File: src/rtl/insn_decode_stage.sv
// insn_decode_stage: registered valid/ready instruction decoder with a 2-entry skid buffer.
// Optional macro INSN_DECODE_PC_TRACK_EN carries a PC sideband with every instruction.
`ifndef ISA_INSN_COUNT
`define ISA_ADD        0
`define ISA_ADDI       1
`define ISA_SH         2
`define ISA_SHI        3
`define ISA_NOT        4
`define ISA_AND        5
`define ISA_OR         6
`define ISA_XOR        7
`define ISA_CPY        8
`define ISA_CPYPC      9
`define ISA_LB         10
`define ISA_SB         11
`define ISA_JMPADR     12
`define ISA_JMPI       13
`define ISA_BLT        14
`define ISA_BGT        15
`define ISA_BEQ        16
`define ISA_BNEQ       17
`define ISA_INSN_COUNT 18
`endif

module insn_decode_stage #(
    parameter int DATA_W = 8,
    parameter int CNT_W  = 16,
    parameter int PC_W   = 8
) (
    input  logic                       clk,
    input  logic                       rst,
    input  logic                       in_valid,
    output logic                       in_ready,
    input  logic [7:0]                 in_insn,
`ifdef INSN_DECODE_PC_TRACK_EN
    input  logic [PC_W-1:0]            in_pc,
    output logic [PC_W-1:0]            out_pc,
`endif
    input  logic                       flush,
    output logic                       out_valid,
    input  logic                       out_ready,
    output logic [`ISA_INSN_COUNT-1:0] insn_en,
    output logic [2:0]                 reg_out,
    output logic [3:0]                 imm_out,
    output logic [DATA_W-1:0]          imm_sext,
    output logic                       is_ctrl,
    output logic [CNT_W-1:0]           decode_count
);

    typedef struct packed {
        logic [`ISA_INSN_COUNT-1:0] en;
        logic [2:0]                 rg;
        logic [3:0]                 imm;
        logic [DATA_W-1:0]          sext;
        logic                       ctrl;
`ifdef INSN_DECODE_PC_TRACK_EN
        logic [PC_W-1:0]            pc;
`endif
    } entry_t;

    function automatic entry_t decode_insn(input logic [7:0] insn);
        entry_t e;
        e = '0;
        case (insn[7:4])
            4'h0: e.en[`ISA_ADD]    = 1'b1;
            4'h1: e.en[`ISA_ADDI]   = 1'b1;
            4'h2: e.en[`ISA_SH]     = 1'b1;
            4'h3: e.en[`ISA_SHI]    = 1'b1;
            4'h4: e.en[`ISA_NOT]    = 1'b1;
            4'h5: e.en[`ISA_AND]    = 1'b1;
            4'h6: e.en[`ISA_OR]     = 1'b1;
            4'h7: e.en[`ISA_XOR]    = 1'b1;
            4'h8: begin
                if (insn[3]) e.en[`ISA_CPYPC] = 1'b1;
                else         e.en[`ISA_CPY]   = 1'b1;
            end
            4'h9: e.en[`ISA_LB]     = 1'b1;
            4'hA: e.en[`ISA_SB]     = 1'b1;
            4'hB: e.en[`ISA_JMPADR] = 1'b1;
            4'hC: e.en[`ISA_JMPI]   = 1'b1;
            4'hD: e.en[`ISA_BLT]    = 1'b1;
            4'hE: e.en[`ISA_BGT]    = 1'b1;
            4'hF: begin
                if (insn[3]) e.en[`ISA_BNEQ] = 1'b1;
                else         e.en[`ISA_BEQ]  = 1'b1;
            end
            default: e.en = '0;
        endcase
        e.rg   = insn[2:0];
        e.imm  = insn[3:0];
        e.sext = {{(DATA_W-4){insn[3]}}, insn[3:0]};
        e.ctrl = e.en[`ISA_JMPADR] | e.en[`ISA_JMPI] | e.en[`ISA_BLT] |
                 e.en[`ISA_BGT]    | e.en[`ISA_BEQ]  | e.en[`ISA_BNEQ];
        return e;
    endfunction

    entry_t            main_r;
    entry_t            skid_r;
    logic              main_valid_r;
    logic              skid_valid_r;
    logic [CNT_W-1:0]  count_r;
    entry_t            in_entry_s;
    logic              accept_s;
    logic              out_hs_s;

    assign in_ready  = !rst && !skid_valid_r;
    assign accept_s  = in_valid && in_ready;
    assign out_hs_s  = main_valid_r && out_ready;

    // Decode the incoming byte (and attach its PC when tracked).
    always_comb begin
        in_entry_s = decode_insn(in_insn);
`ifdef INSN_DECODE_PC_TRACK_EN
        in_entry_s.pc = in_pc;
`endif
    end

    // Main/skid buffer occupancy, data movement and handshake counter.
    always_ff @(posedge clk) begin
        if (rst) begin
            main_r       <= '0;
            skid_r       <= '0;
            main_valid_r <= 1'b0;
            skid_valid_r <= 1'b0;
            count_r      <= '0;
        end else begin
            if (out_hs_s) begin
                count_r <= count_r + {{(CNT_W-1){1'b0}}, 1'b1};
            end
            if (flush) begin
                main_valid_r <= 1'b0;
                skid_valid_r <= 1'b0;
            end else if (!main_valid_r || out_hs_s) begin
                // Skid can only be full while main is full, so it drains first.
                if (skid_valid_r) begin
                    main_r       <= skid_r;
                    main_valid_r <= 1'b1;
                    skid_valid_r <= 1'b0;
                end else if (accept_s) begin
                    main_r       <= in_entry_s;
                    main_valid_r <= 1'b1;
                end else begin
                    main_valid_r <= 1'b0;
                end
            end else if (accept_s) begin
                skid_r       <= in_entry_s;
                skid_valid_r <= 1'b1;
            end
        end
    end

    assign out_valid    = main_valid_r;
    assign insn_en      = main_r.en;
    assign reg_out      = main_r.rg;
    assign imm_out      = main_r.imm;
    assign imm_sext     = main_r.sext;
    assign is_ctrl      = main_r.ctrl;
    assign decode_count = count_r;
`ifdef INSN_DECODE_PC_TRACK_EN
    assign out_pc       = main_r.pc;
`endif

endmodule

File: config.mk
export PLATFORM = sky130hd
export DESIGN_NAME = insn_decode_stage
export DESIGN_NICKNAME = d
export VERILOG_FILES = /design/src/rtl/insn_decode_stage.sv
export SDC_FILE = /design/constraint.sdc
export NUM_CORES = 1
export LEC_CHECK = 0
export CAP_MARGIN = 15
export CORE_MARGIN = 2
export CORE_UTILIZATION = 45
export DETAILED_ROUTE_END_ITERATION = 10
export GPL_TIMING_DRIVEN = 0
export PLACE_DENSITY = 0.84
export RECOVER_POWER = 50
export SYNTH_ARGS = -nofsm -noshare
export SYNTH_HDL_FRONTEND = slang
export SYNTH_SLANG_ARGS = --single-unit
File: constraint.sdc
create_clock -name clk -period 1.9 [get_ports clk]
set_input_delay 0.57 -clock clk [delete_from_list [all_inputs] [get_ports clk]]
set_output_delay 0.57 -clock clk [all_outputs]
set_load 0.03 [all_outputs]
* Word level (Yosys, flattened, before mapping)
Cells that the tools add are included.
** Word-level totals
- Word-level logic and storage cells :: 71
- Output and inout bits :: 52
- Bits in registers :: 82
- Input port bits :: 13
** Cells by class
- Mux-type cells :: 22
- Add/subtract/negate cells :: 1
- Bitwise gates (word level) :: 7
- Reductions and logical operators :: 13
- Equality and inequality tests :: 15
** Operators with widths (number)
- $mux W34 :: 2
- $eq A4 B4 Y1 const B :: 8
- $mux W1 :: 18
- $add A16 B1 Y16 const B :: 1
- $eq A4 B3 Y1 const B :: 4
- $eq A4 B2 Y1 const B :: 2
- $reduce_and A3 Y1 :: 2
- $or A1 B1 Y1 :: 5
- $eq A4 B1 Y1 const B :: 1
- $logic_not A4 Y1 :: 1
- $mux W2 :: 2
- $logic_and A1 B1 Y1 :: 3
- $logic_not A1 Y1 :: 3
- $reduce_or A3 Y1 :: 1
- $not A1 Y1 :: 2
- $reduce_bool A2 Y1 :: 1
- $reduce_or A2 Y1 :: 1
- $logic_or A1 B1 Y1 :: 1

* Logic depth before layout (Yosys ltp)
- Depth in word-level cells :: 9
- Depth in mapped cells :: 8
- Gate-level depth less buffers :: 4

* Worst setup path before layout
Ideal clock, no wire load.
- Kind :: in2reg
- Start :: input port out_ready
- End :: register skid_r[29] (netlist bit)
- Library setup time :: 0.070 ns
- Data required time :: 1.830 ns
- Arrival :: 1.881 ns
- Slack :: -0.051 ns
- Stages :: 5
- Path buffers :: 1
- Cell sequence :: nand2b_4 or4_1 buf_2 or4_1 a21oi_1
** On the way
- Cells in the longest elaborated chain, start to end :: 4
** RTL lines
- from (decl) :: RTL line 41 : input logic out_ready,
- $logic_and A1 B1 Y1 :: RTL line 108 : assign out_hs_s = main_valid_r && out_ready;
- $logic_or A1 B1 Y1 :: RTL line 133 : end else if (!main_valid_r || out_hs_s) begin
- $not A1 Y1 (no source line)
- $reduce_and A3 Y1 (no source line)
- to (signal assigned) :: RTL line 146 : skid_r <= in_entry_s;
- to (decl) :: RTL line 98 : entry_t skid_r;
Every way passes these cells.
A chain may end at the register's enable or synchronous reset.

* Final worst setup path
- Start :: input port rst
- End :: output port in_ready
** On the way
- Cells in the longest elaborated chain, start to end :: 2
** RTL lines
- from (decl) :: RTL line 31 : input logic rst,
- $logic_not A1 Y1 :: RTL line 106 : assign in_ready = !rst && !skid_valid_r;
- $logic_and A1 B1 Y1 :: RTL line 106
- to (decl) :: RTL line 33 : output logic in_ready,
Every way passes these cells.

==> flow_summary.yaml <==
logic_synthesis:
  yosysWarnings: 0
  syn_area_um2: 2810
  synth_commonest_cells: "64 x dfxtp_1, 44 x a21oi_1, 41 x nor2_1, 31 x nand2_1, 24 x a211oi_1"
  synthDominantCellAreaShare: 0.456
  synth_cell_types: 35
  synth-seq-area-share: 0.456
  netlist_instances: 340
  ys.flop_type: "dfxtp_1"
  syn_area_per_cell_um2: 8.27
  synth.area.top_cells: "dfxtp_1 46%, a21oi_1 7.8%, a211oi_1 6.4%"
  ys_ff_latch: 64
  synth_enable_flop_cells: 0
  syn_nets: 354
  synth.most_common_cell: "dfxtp_1"
  ys_async_sr_fraction: 0
  synth_largest_area_cell: "dfxtp_1"
setup_path:
  worstPathMaxFanout: 10
  crit_chain: "buf_2 > buf_8 > buf_4 > nor2_4 > buf_6"
  cp_slowest_cell: "buf_4"
  crit_required_ns: 1.33
  cpPeakStageDelay_ns: 0.18
  path_class: "input pin to primary output"
  cp-start-kind: "input pin"
  worst_setup_path_end_kind: "primary output"
  path_delay_family: "buffers and inverters"
  critPathArrivalTime_ns: 1.29
  path_buf_inv: 4
routing:
  drt-vias-per-instance: 5.47
  firstDrtPassIters: 4
  drc_errors: 0
  totalWireLength_um: 7100
  drt-initial-drc-count: 161
  vias: 2691
  wl_per_cell_um: 14.4
  ant_nets: 0
sta:
  max_slew_margin: 0.561
  clock_skew_ns: 0.00916
  finalHoldViolCount: 0
  fin_crit_sh: 0.979
  report.final.slew_viol_count: 0
  max_freq_mhz: 538
  fin_crit_ns: 1.86
  worstMarginPinSlew_ns: 0.654
  rsz0062_at_grt: "no"
  setup_viol: 0
final_layout:
  final_nets: 426
  finalNonFillerCells: 492
  seqCellArea_um2: 1280
  syn2layout_area_growth_pct: 33.2
  fillers: 542
  antenna_cells: 0
  multi_input_area_um2: 1370
  layout-drive-gt1-share: 0.165
  fin_area_um2: 3750
pwr:
  power_uw: 3010
  p_leak_uw: 0.00153
  powerDensity_nw_per_um2: 803
  ir_drop_v: 0.000443
global_route:
  grt_max_degree: 13
  grt_pass1_wl_um: 11800
  overflow: 0
  grt_pass1_vias: 2567
  antenna_found_initial: 0
  track_usage: 0.210
clocking:
  cts_tree: "built"
  cts-hold-fix-buffers: 0
  cts_root_buf: "clkbuf_8"
  cts_sinks: 64
  path_clk_slew_ns: 0.06
  clk_latency_ns: 0.35
  clk_path_buf_depth: 2
  cts_made_buffers: 9
  htreeDepth: 3
place:
  place.gp.congestion: 0.906
  port_buffers: 62
  post-place-cells: 477
  dp_hpwl_um: 5030
  place_area_um2: 3530
floorplanning:
  ios: 65
  start_util: 0.470
  coreArea_um2: 5990
  rows: 28
  die_h_um: 83.1
  die_w_um: 83.1
  dieArea_um2: 6900
hold_path:
  holdCritPathClass: "flip-flop to flip-flop"
outcome:
  run_status: "complete, no violations"
run:
  max_cap_viol_count: 0
[path summary, 6_finish.rpt]
path | start | slack (ns) | end | cells past startpoint
worst max register to register | skid_valid_r$_SDFFE_PP0P_ | 0.08 | skid_r[20]$_SDFFE_PP0P_ | 5
worst max-delay path | rst | 0.04 | in_ready | 5
worst min-delay path | skid_r[24]$_SDFFE_PP0P_ | 0.46 | skid_r[24]$_SDFFE_PP0P_ | 2
worst min register to register | skid_r[24]$_SDFFE_PP0P_ | 0.46 | skid_r[24]$_SDFFE_PP0P_ | 2
[cell families after synthesis]
family,count (synthesis),share of synthesized area
fa+ha+maj,1,0.00445
buf+inv,43,0.0765
compound gates,78,0.165
simple gates,139,0.248
mux,6,0.0222
flops,64,0.456
xor+xnor,9,0.0280
[cells in the final DEF (no fill, tap or decap), types with 3 or more instances in the layout]
master / instances
buf_4: 14
or4_1: 6
mux2i_1: 4
a211oi_1: 24
xor2_1: 8
buf_6: 3
nand4_1: 5
buf_2: 6
clkbuf_2: 12
o21ai_0: 5
a21oi_1: 42
nor4_1: 5
clkbuf_1: 8
or3_1: 13
nor2b_1: 3
clkbuf_8: 9
a22oi_1: 4
clkdlybuf4s50_1: 5
nand2b_1: 4
inv_1: 6
nor3_1: 10
dfxtp_1: 62
nand2_1: 31
nor2_1: 39
dlygate4sd2_1: 46
nand3_1: 8
[area by class of cell]
class | count | share of cell area
multi-input combinational | 233 | 0.366
sequential | 64 | 0.343
timing repair buffer | 64 | 0.145
buffer | 34 | 0.0574
clock buffer | 9 | 0.0331
clock inverter | 7 | 0.0254
tap | 75 | 0.0250
inverter | 6 | 0.00601
[state kept, by name (all words and copies together) (netlist names)]
signal        count
decode_count     16
imm_out           1
imm_sext          1
insn_en          18
is_ctrl           1
out_valid         1
reg_out           2
skid_r           23
skid_valid_r      1
[layer usage]
layer,vias to the layer above,wire length [um],GRT usage
li1,1330,-,-
met1,1266,3000,0.248
met2,80,3490,0.350
met3,15,508,0.0487
met4,0,106,0.113
met5,-,0,0
[timing repair]
| item | in CTS | in global routing |
|---|---|---|
| buffers inserted | 2 | 0 |
| pin swaps | 2 | 0 |
| setup endpoints to repair | 104 | 23 |
| gates resized for setup | 91 | 25 |
[power breakdown]
group | internal, uW | leakage [uW] | total (uW) | switching (uW)
Sequential | 1370 | 0.000519 | 1390 | 18.3
Clock | 740 | 0.000110 | 1290 | 552
Combinational | 116 | 0.000898 | 330 | 214
Total | 2230 | 0.00153 | 3010 | 785
[worst min-delay path, cell delays in order, from the launching register on]
cell	delay (ns)
dfxtp_1	0.31
nand2_1	0.05
a21oi_1	0.05
[per-stage QoR]
| stage | hold slack [ns] | TNS (ns) | util | worst slack (ns) |
|---|---|---|---|---|
| after floorplan | 0.432 | -0.181 | - | -0.0437 |
| after global placement | 0.438 | -37.84 | 0.589 | -1.31 |
| after detailed placement | 0.449 | -39.27 | 0.589 | -1.34 |
| after CTS | 0.459 | -0.108 | 0.626 | -0.108 |
| after global routing | 0.487 | 0 | 0.626 | 0.000119 |
| final | 0.458 | 0 | 0.626 | 0.0398 |
(Power assumes the default switching activity.)
